`src/rtl/mmio_settle_monitor.sv`:
```
// mmio_settle_monitor: run-time checker for the MMIO store path and fetch stream.
// Each monitored channel waits for its output register to show the last value
// stored to its address within TIMEOUT cycles. The monitor also checks PC
// alignment, counts non-sequential PC steps and runs a cycle watchdog.
// All results are sticky flags or saturating counters.
module mmio_settle_monitor #(
  parameter int              NCH        = 2,
  parameter int              DW         = 32,
  parameter logic [NCH*DW-1:0] CH_ADDR  = {32'h0000_7010, 32'h0000_7000},
  parameter int              TIMEOUT    = 4,
  parameter int              MAX_CYCLES = 200000
) (
  input  logic              clk,
  input  logic              rstn,
  input  logic              i_lsu_we,
  input  logic [DW-1:0]     i_lsu_addr,
  input  logic [DW-1:0]     i_lsu_wdata,
  input  logic [NCH*DW-1:0] i_mmio_out,
  input  logic [DW-1:0]     i_pc,
  input  logic              i_insn_vld,
  output logic [NCH-1:0]    o_pending,
  output logic [NCH-1:0]    o_late,
  output logic [15:0]       o_late_cnt,
  output logic [7:0]        o_max_lat,
  output logic              o_pc_misalign,
  output logic [15:0]       o_redirect_cnt,
  output logic              o_seen_vld,
  output logic              o_timeout
);

  // Age counter only needs to reach TIMEOUT.
  localparam int AW = $clog2(TIMEOUT + 1);
  localparam logic [AW-1:0] AGE_ONE  = AW'(1);
  localparam logic [AW-1:0] AGE_LAST = AW'(TIMEOUT);
  localparam logic [31:0]   WD_LIMIT = 32'(MAX_CYCLES);

  localparam logic [0:0] ST_IDLE = 1'b0;
  localparam logic [0:0] ST_WAIT = 1'b1;

  // Clamp a channel age to the 8-bit latency statistic.
  function automatic logic [7:0] sat8(input logic [AW-1:0] a);
    if (32'(a) > 32'd255) return 8'hFF;
    return 8'(a);
  endfunction

  logic [NCH-1:0] hit;
  logic [NCH-1:0] match;
  logic [NCH-1:0] late;
  logic [7:0]     lat_cand [NCH];

  logic [NCH-1:0] late_flags_reg;
  logic [15:0]    late_cnt_reg;
  logic [15:0]    late_cnt_next;
  logic [7:0]     max_lat_reg;
  logic [7:0]     max_lat_next;
  logic [3:0]     late_num;
  logic [16:0]    late_sum;

  logic [DW-1:0]  prev_pc_reg;
  logic           seen_vld_reg;
  logic           misalign_reg;
  logic [15:0]    redirect_cnt_reg;

  logic [31:0]    wd_cnt_reg;
  logic           timeout_reg;

  genvar gi;
  generate
    for (gi = 0; gi < NCH; gi++) begin : g_ch
      logic [0:0]    state_reg;
      logic [DW-1:0] exp_reg;
      logic [AW-1:0] age_reg;

      // A new store always wins over the check it supersedes.
      assign hit[gi]   = i_lsu_we && (i_lsu_addr == CH_ADDR[gi*DW +: DW]);
      assign match[gi] = (state_reg == ST_WAIT) && !hit[gi] &&
                         (i_mmio_out[gi*DW +: DW] == exp_reg);
      assign late[gi]  = (state_reg == ST_WAIT) && !hit[gi] && !match[gi] &&
                         (age_reg == AGE_LAST);
      assign lat_cand[gi]  = match[gi] ? sat8(age_reg) : 8'd0;
      assign o_pending[gi] = (state_reg == ST_WAIT);

      // Per-channel IDLE/WAIT tracker with captured value and age.
      always_ff @(posedge clk) begin
        if (!rstn) begin
          state_reg <= ST_IDLE;
          exp_reg   <= '0;
          age_reg   <= '0;
        end else if (hit[gi]) begin
          state_reg <= ST_WAIT;
          exp_reg   <= i_lsu_wdata;
          age_reg   <= AGE_ONE;
        end else if (state_reg == ST_WAIT) begin
          if (match[gi] || late[gi]) begin
            state_reg <= ST_IDLE;
          end else begin
            age_reg <= age_reg + AGE_ONE;
          end
        end
      end
    end
  endgenerate

  // Fold per-channel events into the shared late counter and max latency.
  always_comb begin
    late_num     = '0;
    max_lat_next = max_lat_reg;
    for (int k = 0; k < NCH; k++) begin
      late_num = late_num + 4'(late[k]);
      if (lat_cand[k] > max_lat_next) max_lat_next = lat_cand[k];
    end
    late_sum      = {1'b0, late_cnt_reg} + 17'(late_num);
    late_cnt_next = late_sum[16] ? 16'hFFFF : late_sum[15:0];
  end

  // Shared statistics registers for the MMIO checks.
  always_ff @(posedge clk) begin
    if (!rstn) begin
      late_flags_reg <= '0;
      late_cnt_reg   <= '0;
      max_lat_reg    <= '0;
    end else begin
      late_flags_reg <= late_flags_reg | late;
      late_cnt_reg   <= late_cnt_next;
      max_lat_reg    <= max_lat_next;
    end
  end

  // Fetch stream: alignment and non-sequential step tracking on valid cycles.
  always_ff @(posedge clk) begin
    if (!rstn) begin
      prev_pc_reg      <= '0;
      seen_vld_reg     <= 1'b0;
      misalign_reg     <= 1'b0;
      redirect_cnt_reg <= '0;
    end else if (i_insn_vld) begin
      seen_vld_reg <= 1'b1;
      prev_pc_reg  <= i_pc;
      if (i_pc[1:0] != 2'b00) misalign_reg <= 1'b1;
      if (seen_vld_reg && (i_pc != prev_pc_reg + DW'(4)) &&
          (redirect_cnt_reg != 16'hFFFF)) begin
        redirect_cnt_reg <= redirect_cnt_reg + 16'd1;
      end
    end
  end

  // Watchdog: counts edges since reset release, flags at MAX_CYCLES.
  always_ff @(posedge clk) begin
    if (!rstn) begin
      wd_cnt_reg  <= '0;
      timeout_reg <= 1'b0;
    end else begin
      if (wd_cnt_reg != WD_LIMIT) wd_cnt_reg <= wd_cnt_reg + 32'd1;
      if (wd_cnt_reg + 32'd1 >= WD_LIMIT) timeout_reg <= 1'b1;
    end
  end

  assign o_late         = late_flags_reg;
  assign o_late_cnt     = late_cnt_reg;
  assign o_max_lat      = max_lat_reg;
  assign o_pc_misalign  = misalign_reg;
  assign o_redirect_cnt = redirect_cnt_reg;
  assign o_seen_vld     = seen_vld_reg;
  assign o_timeout      = timeout_reg;

endmodule

```
`config.mk`:
```
export PLATFORM = sky130hd
export DESIGN_NAME = mmio_settle_monitor
export DESIGN_NICKNAME = d
export VERILOG_FILES = /design/src/rtl/mmio_settle_monitor.sv
export SDC_FILE = /design/constraint.sdc
export NUM_CORES = 1
export LEC_CHECK = 0
export CAP_MARGIN = 25
export CORE_ASPECT_RATIO = 1.25
export CORE_UTILIZATION = 51
export CTS_CLUSTER_SIZE = 30
export DETAILED_ROUTE_END_ITERATION = 7
export GPL_TIMING_DRIVEN = 0
export PLACE_DENSITY = 0.81
export SLEW_MARGIN = 20
export SYNTH_ARGS = -nofsm -noshare
export SYNTH_HDL_FRONTEND = slang
export SYNTH_SLANG_ARGS = --single-unit
```
`constraint.sdc`:
```
create_clock -name clk -period 6.28 [get_ports clk]
set_input_delay 1.256 -clock clk [delete_from_list [all_inputs] [get_ports clk]]
set_output_delay 1.256 -clock clk [all_outputs]
set_load 0.05 [all_outputs]
```
# == Yosys cells after proc, flatten, opt, wreduce, memory -nomap -nowiden ==
# Cells that the tools add are included.
# op_classes
div_mod_pow,0
reduce_logical,29
n_lt_le_gt_ge,3
n_addsub,7
muxes,17
mul,0
eq_ne,11
shifts,0
bitwise_logic,4
# op_table
operator,count
$eq 32x15->1 const B,2
$eq 32x32->1,2
$add 32x1->32 const B,1
$add 32x3->32 const B,1
$ge 32x18->1 const B,1
$ne 32x18->1 const B,1
$ne 32x32->1,1
$add 16x2->17,1
$add 16x1->16 const B,1
$gt 3x8->1,2
$mux 16,1
$mux 8,2
$ne 16x16->1 const B,1
$logic_and 1x1->1,12
$mux 1,12
$reduce_and 2->1,6
$add 3x1->3 const B,2
$eq 3x3->1 const B,2
$mux 3,2
$reduce_bool 2->1,3
$logic_not 1->1,4
$ne 2x2->1 const B,2
$reduce_or 2->1,2
$not 1->1,3
3 further kinds,4
# word_totals
latch_bits,0
register_bits,181
output_inout_bits,47
memories,0
romBits,0
in_bits,164
wordCells,88
mem_bits_rw,0

# == Depth between registers and ports, before layout ==
# Gate-level depths: netlist (run 1).
# depth
word_depth,12
depth_mapped,19
depth_no_buf,19

# == Worst setup path before layout (run 1) ==
# No wires, ideal clock.
# synth_timing
path_kind,input port to flip-flop
start,input port i_mmio_out[30]
end,register max_lat_reg[1] (netlist: o_max_lat[1])
slack_ns,1.519
path_buffers,0
stages,16
setup_ns,0.134
t_arrival_ns,4.627
path_cell_list,xor2_1 > nor4_1 > nand4_1 > nor4b_1 > and2_1 > ha_1 > a21o_1 > a21oi_1 > a311oi_1 > mux2i_1 > ha_1 > a21o_1 > a21oi_1 > a311oi_1 > or2_2 > a21oi_1
# synth_via
elab_chain_cells,7
# synth_rtl
element,line_no,rtl
from (decl),18,"input logic [NCH*DW-1:0] i_mmio_out,"
$eq 32x32->1 (*),77,(i_mmio_out[gi*DW +: DW] == exp_reg);
$logic_and 1x1->1 (*),76,assign match[gi] = (state_reg == ST_WAIT) && !hit[gi] &&
$mux 3 (*),80,assign lat_cand[gi] = match[gi] ? sat8(age_reg) : 8'd0;
$gt 3x8->1,110,if (lat_cand[k] > max_lat_next) max_lat_next = lat_cand[k];
$mux 8 (*),110,
$gt 3x8->1,110,
$mux 8 (*),110,
to (signal assigned),125,max_lat_reg <= max_lat_next;
to (decl),54,logic [7:0] max_lat_reg;
# Mark *: on every way between the ends. The rest lies on a longest branch, timed or not.
# A chain may end at the register's enable or synchronous reset.

# == Final worst setup path (run 1) ==
# layout_timing
start,input port i_mmio_out[17]
end,register max_lat_reg[5] (netlist: o_max_lat[5])
# Same word-level chain as after synthesis.

==> flow_summary.yaml, run 1 <==
critical_path:
  cp_max_fo: 7
  cp-endpoint: "o_max_lat[5]$_SDFF_PN0_"
  reg2reg_to: "o_max_lat[5]$_SDFF_PN0_"
  end_kind: "register"
  reg2reg_from: "g_ch[0].exp_reg[17]$_SDFFE_PN0P_"
  start_kind: "input pin"
  cp-startpoint: "i_mmio_out[17]"
  critical_path_class: "in -> reg"
  worst-r2r-setup-slack_ns: 1.30
  cp.arrival_ns: 6.19
  reg2regPathDepth: 16
  required_ns: 6.61
power_and_ir_drop:
  p_total_w: 0.00250
  p_leak_nw: 4.56
  peakVddDrop_v: 0.000206
  p_switching_w: 0.000658
  seq_power_share: 0.473
  clkPwrFrac: 0.414
  powerDensity_nw_per_um2: 201
  power_frac_comb: 0.112
  intPower_w: 0.00184
  swShare: 0.263
global_route:
  grt_pass1_wl_mm: 41.9
  antenna_found_initial: 1
  grt_max_degree: 19
  overflow: 0
  track_usage: 0.281
  first_global_vias: 8619
yosys:
  synth_commonest_cells: "dfxtp_1, nor2_1, nand2_1"
  syn_area_per_cell_um2: 8.42
  synth.most_common_cell: "dfxtp_1"
  ys_types: 68
  yosysWarnings: 0
  synthesis.nets: 1305
  synth-edff-count: 0
  ys_ff_latch: 181
  synthTopCellsByArea: "dfxtp_1, xor2_1, mux2i_1, nor2_1, nand2_1"
  synth_area_um2: 9470
  synth_top_area_share: 0.383
  synthFlopType: "dfxtp_1"
  synth_cells: 1125
  synth-async-reset-ratio: 0
  yosysSeqAreaShare: 0.383
  synth_top_cell_by_area: "dfxtp_1"
timing:
  tightest_slew_ns: 0.861
  timing.final.crit_share: 0.934
  hold_violations: 0
  fmaxAchievable_mhz: 171
  setup_tns_ns: 0
  slew-limit-headroom: 0.418
  slew_viol_final: 0
  rsz0062_at_grt: "no"
  setup_viol: 0
  fin_crit_ns: 5.86
  finClkSkew_ns: 0.0142
cts:
  cts-buffers-inserted: 17
  ctsResizeCount: 0
  root_buffer: "clkbuf_16"
  cts_tree: "yes"
  postCtsSetupRepairBufs: 0
  clk_latency_ns: 0.44
  htree_levels: 4
  ctsHoldBuffers: 0
  path_clk_slew_ns: 0.07
  clockBufferDepth: 2
  cts_sinks: 181
route:
  drt_pass1_iterations: 5
  wl_mm: 26.6
  vias: 9018
  via_per_inst: 5.65
  avgRoutedWirePerCell_um: 16.7
  drt_iter0_drc: 521
  ant_nets: 0
  drcViolationCount: 0
floorplan:
  die_h_um: 154
  start_util: 0.521
  core_um2: 18200
  fp.dieW_um: 124
  design.die.area_um2: 19100
  rows: 55
  ioPinCount: 211
cells_and_area:
  instances_no_fill: 1595
  final_nets: 1533
  layout-drive-gt1-share: 0.0483
  largest_reg_flops: 64
  area_growth_pct: 31.1
  n_fill_cell: 1520
place:
  dp_hpwl_mm: 19.9
  globalplace.congestion: 0.913
  numPortBuffers: 209
  dp.cells: 1562
min_path:
  hold_depth: 2
  hold_path.class: "reg -> reg"
flow_run:
  maxCapViolations: 0
status:
  status: "complete, no violations"
==> power groups by stage <==
| stage | clock network (W) | registers [W] | logic [W] |
|---|---|---|---|
| finish | 0.00104 | 0.00118 | 0.000281 |
| global route | 0.00110 | 0.00118 | 0.000301 |
| CTS | 0.00104 | 0.00118 | 0.000280 |
| detailed placement | 0 | 0.00121 | 0.000277 |
| global placement | 0 | 0.00121 | 0.000273 |
| floorplan | 0 | 0.00121 | 0.000114 |
==> how the worst min path moves through the flow <==
| stage | startpoint | end | slack [ns] |
|---|---|---|---|
| 6_report | o_late[1]$_SDFF_PN0_ | o_late[1]$_SDFF_PN0_ | 0.46 |
| 5_1_grt | g_ch[1].exp_reg[18]$_SDFFE_PN0P_ | g_ch[1].exp_reg[18]$_SDFFE_PN0P_ | 0.49 |
| 4_1_cts | o_late[1]$_SDFF_PN0_ | o_late[1]$_SDFF_PN0_ | 0.46 |
| 3_5_place_dp | o_late[1]$_SDFF_PN0_ | o_late[1]$_SDFF_PN0_ | 0.44 |
| 3_3_place_gp | o_late[1]$_SDFF_PN0_ | o_late[1]$_SDFF_PN0_ | 0.43 |
| 2_1_floorplan | g_ch[1].exp_reg[0]$_SDFFE_PN0P_ | g_ch[1].exp_reg[0]$_SDFFE_PN0P_ | 0.45 |
==> cell usage in the layout (no fill, tap or decap), types with 4 or more instances in the layout <==
| master | synthesis | layout |
|---|---|---|
| o22ai_1 | 4 | 4 |
| a31oi_1 | 10 | 10 |
| clkbuf_16 | 0 | 17 |
| nor4_1 | 36 | 36 |
| a21oi_2 | 7 | 7 |
| clkbuf_1 | 37 | 38 |
| a21oi_1 | 68 | 68 |
| nor3_1 | 21 | 20 |
| and2_1 | 9 | 9 |
| a21o_1 | 5 | 5 |
| inv_1 | 32 | 32 |
| or3_1 | 18 | 18 |
| nand3_1 | 45 | 45 |
| o21ai_2 | 6 | 6 |
| and3_1 | 16 | 16 |
| inv_6 | 0 | 6 |
| o21ai_0 | 11 | 11 |
| ha_1 | 15 | 15 |
| and4_1 | 4 | 4 |
| nor4b_1 | 5 | 5 |
| nor2_1 | 145 | 145 |
| xor2_1 | 111 | 111 |
| xnor2_1 | 33 | 33 |
| nand2b_1 | 4 | 4 |
| nand4b_1 | 4 | 4 |
| nand4_1 | 26 | 26 |
| dfxtp_1 | 181 | 181 |
| buf_1 | 9 | 9 |
| nand2_1 | 116 | 116 |
| mux2i_1 | 75 | 75 |
| clkdlybuf4s50_1 | 0 | 209 |
| o21ai_1 | 7 | 7 |
==> routing by layer <==
layer  GRT usage  vias up  wire [µm]
met5           0        -          0
met4       0.129        0       1000
li1            -     4365          -
met2       0.489      306      13300
met1       0.327     4284      10800
met3      0.0560       63       1530
==> final cells by class <==
type                    instances  area, µm²  area share
diodes                          1       2.50    0.000202
repair buffers                209       2090       0.168
multi-input cells             859       5500       0.443
clock buffers                  18        429      0.0346
inverters                      33        124     0.00998
clock inverters                14        133      0.0107
well taps                     228        285      0.0230
flip-flops and latches        181       3620       0.292
plain buffers                  52        229      0.0184
==> stage by stage <==
stage	area (µm²)	util	hold WS [ns]	setup slack [ns]
floorplan	9470	-	0.448	1.52
CTS	12400	0.683	0.459	0.493
global route	12400	0.683	0.491	0.131
global placement	11800	0.652	0.433	0.121
detailed placement	11900	0.652	0.437	0.0707
finish	12400	0.683	0.458	0.416
==> logic make-up (layout without fill, tap and decap cells) <==
group,after synthesis,count (layout),synth area share
AO/OA/AOI/OAI,150,150,0.0999
XOR/XNOR,145,145,0.135
adder cells (fa/ha/maj),16,16,0.0219
buffers and inverters,85,326,0.0373
flip-flops,181,181,0.383
multiplexers,75,75,0.0793
other,0,1,0
AND/OR/NAND/NOR,473,473,0.244
==> worst max-delay path, cell delays in order <==
cell	delay, ns
clkdlybuf4s50_1	0.41
xor2_1	0.16
nor4_1	0.41
nand4_1	0.22
nor4b_1	0.76
and2_1	0.27
ha_1	0.15
a21o_1	0.11
a21oi_1	0.06
a311oi_1	0.59
mux2i_1	0.21
ha_1	0.34
a21o_1	0.12
a21oi_1	0.06
a311oi_1	0.65
nor2_1	0.19
and2_1	0.22
Power figures use the tool's default switching activity.
==> run 2: changes to the inputs <==
--- a/config.mk
+++ b/config.mk
@@ -7,6 +7,7 @@
 export LEC_CHECK = 0
 export CAP_MARGIN = 25
 export CORE_ASPECT_RATIO = 1.25
+export CORE_MARGIN = 1.5
 export CORE_UTILIZATION = 51
 export CTS_CLUSTER_SIZE = 30
 export DETAILED_ROUTE_END_ITERATION = 7
==> flow_summary.yaml, run 2 (same netlist as run 1, synthesis figures left out) <==
route:
  drcViolationCount: 0
  ant_nets: 0
  drt_iter0_drc: 495
  vias: 8907
  via_per_inst: 5.59
  drt_pass1_iterations: 5
  avgRoutedWirePerCell_um: 16.5
  wl_mm: 26.3
cells_and_area:
  area_growth_pct: 31.3
  final_nets: 1533
  largest_reg_flops: 64
  layout-drive-gt1-share: 0.0490
  n_fill_cell: 1495
  mostFrequentLayoutCells: "clkdlybuf4s50_1, dfxtp_1, nor2_1"
  multiInputGateArea_um2: 5500
  insertedDiodeCount: 0
  mostFrequentLayoutCell: "clkdlybuf4s50_1"
  final_area_um2: 12400
  utilization: 0.685
  final-seq-area_um2: 3620
power_and_ir_drop:
  p_leak_nw: 4.58
  peakVddDrop_v: 0.000208
  powerDensity_nw_per_um2: 202
min_path:
  hold_path.class: "reg -> reg"
  hold_depth: 2
  hp-start: "o_late[1]$_SDFF_PN0_"
  hold_end: "o_late[1]$_SDFF_PN0_"
status:
  status: "complete, no violations"
floorplan:
  fp.dieW_um: 125
  ioPinCount: 211
  rows: 55
  core_um2: 18200
  design.die.area_um2: 19400
  die_h_um: 155
  start_util: 0.521
critical_path:
  reg2reg_from: "g_ch[0].exp_reg[27]$_SDFFE_PN0P_"
  start_kind: "input pin"
  cp_max_fo: 7
  cp.arrival_ns: 6.36
  reg2reg_to: "o_max_lat[4]$_SDFF_PN0_"
  required_ns: 6.61
  critical_path_class: "in -> reg"
  end_kind: "register"
  reg2regPathDepth: 16
  worst-r2r-setup-slack_ns: 1.14
timing:
  rsz0062_at_grt: "no"
  setup_tns_ns: 0
  fin_crit_ns: 6.03
  hold_violations: 0
  timing.final.crit_share: 0.960
  finClkSkew_ns: 0.0152
  fmaxAchievable_mhz: 166
  tightest_slew_ns: 0.850
  slew-limit-headroom: 0.434
  setup_viol: 0
  slew_viol_final: 0
place:
  placed_area_um2: 11900
  globalplace.congestion: 0.906
  numPortBuffers: 209
  dp_hpwl_mm: 20.0
global_route:
  first_global_vias: 8648
  grt_pass1_wl_mm: 42.1
  grt_max_degree: 20
  antenna_found_initial: 0
  track_usage: 0.270
  overflow: 0
cts:
  cts-buffers-inserted: 17
  ctsHoldBuffers: 0
  htree_levels: 4
  root_buffer: "clkbuf_16"
  path_clk_slew_ns: 0.08
  cts_tree: "yes"
  clk_latency_ns: 0.45
  ctsResizeCount: 0
  cts_sinks: 181
  postCtsSetupRepairBufs: 0
  clockBufferDepth: 2
flow_run:
  maxCapViolations: 0
-- run 2: cell count changes in the layout (fill, tap and decap cells not counted) --
cell        previous run  this run
clkinvlp_4             1         0
clkinv_8               1         3
diode_2                1         0
clkbuf_1              38        37
-- run 2: through the flow --
stage / total power [W] / setup WS [ns] / hold WS [ns] / cells
after CTS: 0.00253 / 0.330 / 0.457 / 1594
after global placement: 0.00148 / -0.00733 / 0.438 / 1562
after detailed placement: 0.00148 / -0.0361 / 0.444 / 1562
after global routing: 0.00260 / 0.0216 / 0.486 / 1594
final: 0.00252 / 0.254 / 0.459 / 1594
after floorplan: 0.00133 / 1.52 / 0.448 / 1125
-- run 2: how the worst max path moves through the flow --
stage | depth (start not counted) | from | end
finish | 17 | i_mmio_out[27] | o_max_lat[4]$_SDFF_PN0_
global placement | 17 | i_mmio_out[27] | o_max_lat[5]$_SDFF_PN0_
floorplan | 16 | i_mmio_out[30] | o_max_lat[1]$_SDFF_PN0_
detailed placement | 17 | i_mmio_out[27] | o_max_lat[5]$_SDFF_PN0_
CTS | 17 | i_mmio_out[27] | o_max_lat[4]$_SDFF_PN0_
global route | 17 | i_mmio_out[27] | o_max_lat[4]$_SDFF_PN0_
-- run 2: area by class of cell --
| cell class | count | share of cell area |
|---|---|---|
| sequential | 181 | 0.291 |
| tap | 228 | 0.0229 |
| clock inverter | 15 | 0.0127 |
| multi-input combinational | 859 | 0.442 |
| inverter | 33 | 0.00996 |
| buffer | 52 | 0.0184 |
| clock buffer | 17 | 0.0342 |
| timing repair buffer | 209 | 0.168 |
-- run 2: critical path, stage by stage --
cell and delay, ns:
clkdlybuf4s50_1 0.42, xor2_1 0.18, nor4_1 0.54, nand4_1 0.20
nor4b_1 0.76, and2_1 0.26, ha_1 0.16, a21o_1 0.11
a21oi_1 0.06, a311oi_1 0.60, mux2i_1 0.22, ha_1 0.34
a21o_1 0.11, a21oi_1 0.06, a311oi_1 0.65, nor2_1 0.20
and2_1 0.22
-- run 2: metal layers --
layer | vias up | wire length [µm] | share of wire | track usage
met1 | 4167 | 10500 | 0.40 | 0.310
met2 | 298 | 13300 | 0.50 | 0.485
met5 | - | 0 | 0 | 0
met3 | 65 | 1480 | 0.056 | 0.0557
met4 | 0 | 1010 | 0.038 | 0.120
li1 | 4377 | - | - | -
-- run 2: power breakdown --
part	switching (W)	internal, W
clock	0.000526	0.000533
combinational	0.000124	0.000153
sequential	0.0000199	0.00116
total	0.000670	0.00185
